`src/rtl/robots_scan_if.sv`:
```
// robots_scan_if: start/config, pacing and scan
// outputs between a controller and the scan engine.
interface robots_scan_if #(
  parameter int XBITS  = 7,
  parameter int YBITS  = 6,
  parameter int PHBITS = 3,
  parameter int OPBITS = 4
);
  logic                   start;
  logic [OPBITS-1:0]      start_op;
  logic                   start_fwd;
  logic                   start_vsync;
  logic                   start_pace;
  logic                   vblank;
  logic                   pace_rdy;
  logic                   hold;
  logic                   abort;
  logic                   busy;
  logic [OPBITS-1:0]      op;
  logic [XBITS-1:0]       x;
  logic [YBITS-1:0]       y;
  logic [PHBITS-1:0]      ph;
  logic [XBITS+YBITS-1:0] adr;
  logic                   run;
  logic                   done;
  logic                   aborted;

  modport master (
    output start, start_op, start_fwd, start_vsync,
    output start_pace, vblank, pace_rdy, hold, abort,
    input  busy, op, x, y, ph, adr, run, done, aborted
  );

  modport slave (
    input  start, start_op, start_fwd, start_vsync,
    input  start_pace, vblank, pace_rdy, hold, abort,
    output busy, op, x, y, ph, adr, run, done, aborted
  );
endinterface

```
`src/rtl/robots_scan_engine.sv`:
```
// robots_scan_engine: sweeps the tile grid cell by cell,
// spending PHASES cycles per cell, with vsync/pace/hold/abort.
module robots_scan_engine #(
  parameter int XBITS  = 7,
  parameter int YBITS  = 6,
  parameter int XMAX   = 127,
  parameter int YMAX   = 47,
  parameter int PHBITS = 3,
  parameter int PHASES = 5,
  parameter int OPBITS = 4
) (
  input logic        clk,
  input logic        rst,
  robots_scan_if.slave bus
);
  typedef enum logic [1:0] {
    IDLE, VWAIT, PACE, RUN
  } state_t;

  localparam logic [XBITS-1:0]  XM = XBITS'(XMAX);
  localparam logic [YBITS-1:0]  YM = YBITS'(YMAX);
  localparam logic [PHBITS-1:0] PL = PHBITS'(PHASES - 1);

  state_t            st_q, st_d;
  logic [XBITS-1:0]  x_q, x_d;
  logic [YBITS-1:0]  y_q, y_d;
  logic [PHBITS-1:0] ph_q, ph_d;
  logic [OPBITS-1:0] op_q, op_d;
  logic              done_q, done_d;
  logic              ab_q, ab_d;
  logic              fwd_q, fwd_d;
  logic              vs_q, vs_d;
  logic              pc_q, pc_d;
  logic              vb_q;
  logic              last;

  assign last = fwd_q ? (x_q == XM && y_q == YM)
                      : (x_q == '0 && y_q == '0);

  // State and datapath registers; vblank history resets high
  always_ff @(posedge clk) begin
    if (rst) begin
      st_q   <= IDLE;
      x_q    <= '0;
      y_q    <= '0;
      ph_q   <= '0;
      op_q   <= '0;
      done_q <= 1'b0;
      ab_q   <= 1'b0;
      fwd_q  <= 1'b0;
      vs_q   <= 1'b0;
      pc_q   <= 1'b0;
      vb_q   <= 1'b1;
    end else begin
      st_q   <= st_d;
      x_q    <= x_d;
      y_q    <= y_d;
      ph_q   <= ph_d;
      op_q   <= op_d;
      done_q <= done_d;
      ab_q   <= ab_d;
      fwd_q  <= fwd_d;
      vs_q   <= vs_d;
      pc_q   <= pc_d;
      vb_q   <= bus.vblank;
    end
  end

  // Next state: abort beats hold, hold beats stepping
  always_comb begin
    st_d   = st_q;
    x_d    = x_q;
    y_d    = y_q;
    ph_d   = ph_q;
    op_d   = op_q;
    done_d = 1'b0;
    ab_d   = 1'b0;
    fwd_d  = fwd_q;
    vs_d   = vs_q;
    pc_d   = pc_q;
    if (st_q == IDLE) begin
      if (bus.start) begin
        op_d  = bus.start_op;
        fwd_d = bus.start_fwd;
        vs_d  = bus.start_vsync;
        pc_d  = bus.start_pace;
        x_d   = bus.start_fwd ? '0 : XM;
        y_d   = bus.start_fwd ? '0 : YM;
        ph_d  = '0;
        st_d  = bus.start_vsync ? VWAIT : RUN;
      end
    end else if (bus.abort) begin
      st_d   = IDLE;
      done_d = 1'b1;
      ab_d   = 1'b1;
      ph_d   = '0;
    end else begin
      case (st_q)
        VWAIT:
          if (bus.vblank && !vb_q) st_d = RUN;
        PACE:
          if (bus.pace_rdy) st_d = RUN;
        RUN:
          if (!bus.hold) begin
            if (ph_q != PL) begin
              ph_d = ph_q + 1'b1;
            end else if (last) begin
              st_d   = IDLE;
              done_d = 1'b1;
              ph_d   = '0;
            end else begin
              ph_d = '0;
              st_d = pc_q ? PACE : RUN;
              unique case (1'b1)
                fwd_q:
                  if (x_q != XM) begin
                    x_d = x_q + 1'b1;
                  end else begin
                    x_d = '0;
                    y_d = y_q + 1'b1;
                  end
                !fwd_q:
                  if (x_q != '0) begin
                    x_d = x_q - 1'b1;
                  end else begin
                    x_d = XM;
                    y_d = y_q - 1'b1;
                  end
              endcase
            end
          end
        default: ;
      endcase
    end
  end

  assign bus.busy    = (st_q != IDLE);
  assign bus.run     = (st_q == RUN);
  assign bus.op      = op_q;
  assign bus.x       = x_q;
  assign bus.y       = y_q;
  assign bus.ph      = ph_q;
  assign bus.adr     = {y_q, x_q};
  assign bus.done    = done_q;
  assign bus.aborted = ab_q;
endmodule

```
`src/flat_wrapper.sv`:
```
// flat-port wrapper written by rule: the top's interface ports become plain ports
module robots_scan_engine_flat 
#(
  parameter int XBITS  = 7,
  parameter int YBITS  = 6,
  parameter int XMAX   = 127,
  parameter int YMAX   = 47,
  parameter int PHBITS = 3,
  parameter int PHASES = 5,
  parameter int OPBITS = 4
)
  (clk, rst, bus_start, bus_start_op, bus_start_fwd, bus_start_vsync, bus_start_pace, bus_vblank, bus_pace_rdy, bus_hold, bus_abort, bus_busy, bus_op, bus_x, bus_y, bus_ph, bus_adr, bus_run, bus_done, bus_aborted);
  robots_scan_if #(.XBITS(XBITS), .YBITS(YBITS), .PHBITS(PHBITS), .OPBITS(OPBITS)) bus_i ();
  input logic clk;
  input logic rst;
  input wire logic [$bits(bus_i.start)-1:0] bus_start;
  input wire logic [$bits(bus_i.start_op)-1:0] bus_start_op;
  input wire logic [$bits(bus_i.start_fwd)-1:0] bus_start_fwd;
  input wire logic [$bits(bus_i.start_vsync)-1:0] bus_start_vsync;
  input wire logic [$bits(bus_i.start_pace)-1:0] bus_start_pace;
  input wire logic [$bits(bus_i.vblank)-1:0] bus_vblank;
  input wire logic [$bits(bus_i.pace_rdy)-1:0] bus_pace_rdy;
  input wire logic [$bits(bus_i.hold)-1:0] bus_hold;
  input wire logic [$bits(bus_i.abort)-1:0] bus_abort;
  output wire logic [$bits(bus_i.busy)-1:0] bus_busy;
  output wire logic [$bits(bus_i.op)-1:0] bus_op;
  output wire logic [$bits(bus_i.x)-1:0] bus_x;
  output wire logic [$bits(bus_i.y)-1:0] bus_y;
  output wire logic [$bits(bus_i.ph)-1:0] bus_ph;
  output wire logic [$bits(bus_i.adr)-1:0] bus_adr;
  output wire logic [$bits(bus_i.run)-1:0] bus_run;
  output wire logic [$bits(bus_i.done)-1:0] bus_done;
  output wire logic [$bits(bus_i.aborted)-1:0] bus_aborted;
  assign bus_i.start = bus_start;
  assign bus_i.start_op = bus_start_op;
  assign bus_i.start_fwd = bus_start_fwd;
  assign bus_i.start_vsync = bus_start_vsync;
  assign bus_i.start_pace = bus_start_pace;
  assign bus_i.vblank = bus_vblank;
  assign bus_i.pace_rdy = bus_pace_rdy;
  assign bus_i.hold = bus_hold;
  assign bus_i.abort = bus_abort;
  assign bus_busy = bus_i.busy;
  assign bus_op = bus_i.op;
  assign bus_x = bus_i.x;
  assign bus_y = bus_i.y;
  assign bus_ph = bus_i.ph;
  assign bus_adr = bus_i.adr;
  assign bus_run = bus_i.run;
  assign bus_done = bus_i.done;
  assign bus_aborted = bus_i.aborted;
  robots_scan_engine #(.XBITS(XBITS), .YBITS(YBITS), .XMAX(XMAX), .YMAX(YMAX), .PHBITS(PHBITS), .PHASES(PHASES), .OPBITS(OPBITS)) u_core (.clk(clk), .rst(rst), .bus(bus_i));
endmodule
```
`config.mk`:
```
export PLATFORM = sky130hd
export DESIGN_NAME = robots_scan_engine_flat
export DESIGN_NICKNAME = d
export VERILOG_FILES = /design/src/rtl/robots_scan_if.sv /design/src/rtl/robots_scan_engine.sv /design/src/flat_wrapper.sv
export SDC_FILE = /design/constraint.sdc
export NUM_CORES = 1
export LEC_CHECK = 0
export ABC_AREA = 1
export CAP_MARGIN = 20
export CORE_MARGIN = 10
export CORE_UTILIZATION = 40
export DETAILED_ROUTE_END_ITERATION = 8
export PLACE_DENSITY = 0.66
export SLEW_MARGIN = 30
export SYNTH_ARGS = -nofsm -noshare
export SYNTH_HDL_FRONTEND = slang
export SYNTH_SLANG_ARGS = --single-unit
```
`constraint.sdc`:
```
create_clock -name clk -period 2.13 [get_ports clk]
set_clock_uncertainty 0.05 [all_clocks]
set_input_delay 0.3195 -clock clk [delete_from_list [all_inputs] [get_ports clk]]
set_output_delay 0.3195 -clock clk [all_outputs]
set_load 0.005 [all_outputs]
```
==> flow_metrics.env, run 1 <==
export IMPL_power_density_nw_per_um2=1660
export IMPL_grt_pass1_wl_um=9230
export IMPL_worst_hold_path_type="register to register"
export IMPL_hpwl_um=4220
export IMPL_power_share_sequential_pct=21.9
export IMPL_startpoint_type="register"
export IMPL_drc=0
export IMPL_seq_area_frac_synth_pct=24.8
export IMPL_worstPathCellList="inv_1 > ha_4 > inv_4 > clkdlybuf4s50_1"
export IMPL_rows=26
export IMPL_netlist_instances=331
export IMPL_die_area_um2=8810
export IMPL_drt_wirelength_per_cell_um=12.2
export IMPL_ys_ff_latch=27
export IMPL_cts_made_buffers=3
export IMPL_tightest_slew_ns=0.466
export IMPL_synth_ff_type="dfxtp_1"
export IMPL_cp_required_ns=1.76
export IMPL_cp_max_fo=8
export IMPL_grt_max_degree=22
export IMPL_place_congestion=0.918
export IMPL_die_h_um=93.9
export IMPL_path_delay_family="buffers and inverters"
export IMPL_io_pins=51
export IMPL_drive_gt1_share_pct=12.2
export IMPL_wl_um=5360
export IMPL_netlist_area_um2=2180
export IMPL_grt_pass1_vias=2006
export IMPL_hold_path_depth=2
export IMPL_syn_avg_cell_area_um2=6.59
export IMPL_r2r_worst_path_cells=9
export IMPL_synth_async_sr_flop_share_pct=0
export IMPL_start_util_pct=41.9
export IMPL_max_slew_margin_pct=68.8
export IMPL_diodes=0
export IMPL_numClockSinks=27
export IMPL_synth_nets=361
export IMPL_peakVddDrop_mv=0.640
export IMPL_power_frac_clock_pct=7.1
export IMPL_postCtsSetupBuffers=0
export IMPL_clock_path_buffers=2
export IMPL_cts_tree="yes"
export IMPL_cp_end_kind="output port"
export IMPL_final_hold_viol_count=0
export IMPL_outcome="finished, final reports clean"
export IMPL_final_nets=401
export IMPL_via_count=2092
export IMPL_critPathSlowestCell="clkdlybuf4s50_1"
export IMPL_drt_pass1_iter_count=4
export IMPL_cp_arrival_ns=1.62
export IMPL_ys_warn_count=0
export IMPL_yosysUniqueCellTypes=35
export IMPL_via_per_inst=4.75
export IMPL_worstSkewPairLatency_ns=0.28
export IMPL_cp_slowest_stage_delay_ns=0.52
export IMPL_slew_violations=0
export IMPL_period_minus_slack_ns=1.99
export IMPL_fin_tns_setup_ns=0
export IMPL_synth_edf_count=0
export IMPL_path_depth=4
export IMPL_htreeDepth=1
export IMPL_final_util_pct=52.3
export IMPL_core_area_um2=5200
export IMPL_comb_power_share_pct=71.0
export IMPL_antenna_found_initial=0
export IMPL_fin_crit_sh_pct=93.4
export IMPL_cts_hold_fix_buffers=0
export IMPL_p_leak_uw=0.00123
export IMPL_cp_num_buf_inv=3
export IMPL_portBuffers=50
export IMPL_cts_reportedPaths_clkPinSlew_ns=0.11
export IMPL_gr_total_overflow=0
export IMPL_root_buffer="clkbuf_8"
export IMPL_ant_nets=0
export IMPL_drtIter0Drc=86
export IMPL_die_x_um=93.9
export IMPL_power_switching_uw=2210
export IMPL_switching_share_pct=48.8
export IMPL_fmax_mhz=502
export IMPL_rsz0062_at_grt="yes"
export IMPL_setup_violations_final=0
export IMPL_finalPower_uw=4520
export IMPL_internal_power_uw=2320
export IMPL_timing_worst_setup_path_type="register to output port"
export IMPL_maxCapViolations=0
export IMPL_area_delta_synth_final_pct=24.8
export IMPL_groute_usage_overall_pct=12.3
cells in the final DEF, fill, tap and decap left out, drive strengths merged:
master         synthesis  layout
a211oi                 1       1
a21oi                 12      12
a221oi                 1       1
a31oi                  1       1
buf                   20       8
clkbuf                 3       3
clkdlybuf4s50          0      50
dfxtp                 27      27
fa                     1       1
ha                    15      15
inv                   40      41
nand2                 91      91
nand3                 29      29
nand3b                 2       2
nand4                  7       7
nor2                  56      56
nor3                   1       1
o211ai                 2       2
o21ai                 17      17
o21bai                 1       1
o22ai                  1       1
or2                    1       1
xnor2                  1       1
xor2                   1       1
metrics by stage:
step | area (um2) | worst slack (ns) | instances | hold WS (ns)
6_report | 2720 | 0.140 | 440 | 0.446
5_1_grt | 2720 | -0.0103 | 440 | 0.481
4_1_cts | 2710 | 0.0194 | 440 | 0.448
3_5_place_dp | 2660 | 0.136 | 436 | 0.427
3_3_place_gp | 2660 | 0.170 | 436 | 0.413
2_1_floorplan | 2180 | 0.370 | 331 | 0.339
logic make-up (layout without fill, tap and decap cells):
kind of cell	count (synthesis)	count (layout)	synth area share, %
AO/OA/AOI/OAI	36	36	10.0
XOR/XNOR	2	2	0.803
AND/OR/NAND/NOR	187	187	40.0
buffers and inverters	63	102	14.9
adder cells (fa/ha/maj)	16	16	9.52
flip-flops	27	27	24.8
worst reg2reg max path, delay by kind of cell (launching register included):
family                     cells  cell delay [ns]
buffers and inverters          2             0.20
adders and majority gates      1             0.17
and+or+nand+nor                6             1.06
DFF                            1             0.39
final cells by class:
class                           count  area (um2)
Fill cell                         535        2480
Tap cell                           70        87.6
Clock buffer                        3        41.3
Sequential cell                    27         543
Multi-Input combinational cell    241        1330
Clock inverter                      1        8.76
Inverter                           40         153
Timing Repair Buffer               58         561
timing repair:
action / in CTS / in global routing
gates cloned: 0 / 0
gates resized for setup: 2 / 3
endpoints found under the setup margin: 1 / 2
path summary, 6_finish.rpt:
check,startpoint,to,slack (ns)
worst max-delay path,u_core.st_q[1]$_SDFFE_PP0P_,bus_busy,0.14
worst min-delay path,u_core.pc_q$_SDFFE_PP0P_,u_core.pc_q$_SDFFE_PP0P_,0.45
worst max register to register,u_core.bus.x[0]$_SDFFE_PP0P_,u_core.bus.y[5]$_SDFFE_PP0P_,0.19
worst min register to register,u_core.pc_q$_SDFFE_PP0P_,u_core.pc_q$_SDFFE_PP0P_,0.45
flip-flops by register name, indices dropped and copies added (netlist names):
name                count
u_core.bus.ph           3
u_core.pc_q             1
u_core.bus.x            7
u_core.st_q             2
u_core.fwd_q            1
u_core.bus.aborted      1
u_core.vb_q             1
u_core.bus.y            6
u_core.bus.done         1
u_core.bus.op           4
Yosys cell counts (2+ instances only):
library cell  instances  area share (%)
a21oi_1              10             2.3
inv_2                 2            0.34
nand3_4               2             1.6
dfxtp_1              27              25
nand3_1              26             6.0
nor2_2               12             3.4
buf_4                14             4.8
a21oi_4               2             1.5
nand3b_1              2            0.69
nand4_1               6             1.7
nand2_1              83              14
nor2_1               42             7.2
nand2_2               7             2.0
buf_2                 3            0.69
clkbuf_1              3            0.52
buf_6                 2             1.0
inv_1                38             6.5
ha_1                 15             8.6
o211ai_1              2            0.69
nor2_4                2             1.0
o21ai_0              17             3.9
power by group through the flow:
stage | clock network [uW] | registers [uW] | logic [uW]
2_1_floorplan | 0 | 934 | 2370
3_3_place_gp | 0 | 993 | 3150
3_5_place_dp | 0 | 1000 | 3170
4_1_cts | 332 | 989 | 3210
5_1_grt | 351 | 1040 | 3680
6_report | 322 | 988 | 3210
per-layer routing:
layer,up-vias,track usage (%),part of all wire [%]
met5,-,0,0
li1,1113,-,-
met1,932,14.5,45
met2,45,21.5,47
met3,2,4.40,7.6
met4,0,1.52,0.41
(Power assumes the default switching activity.)
==> run 2: changes to the inputs <==
- GPL_ROUTABILITY_DRIVEN: unset -> 0
==> results of run 2 <==
Same layout as run 1: the final DEF is identical, and so are final timing and power.
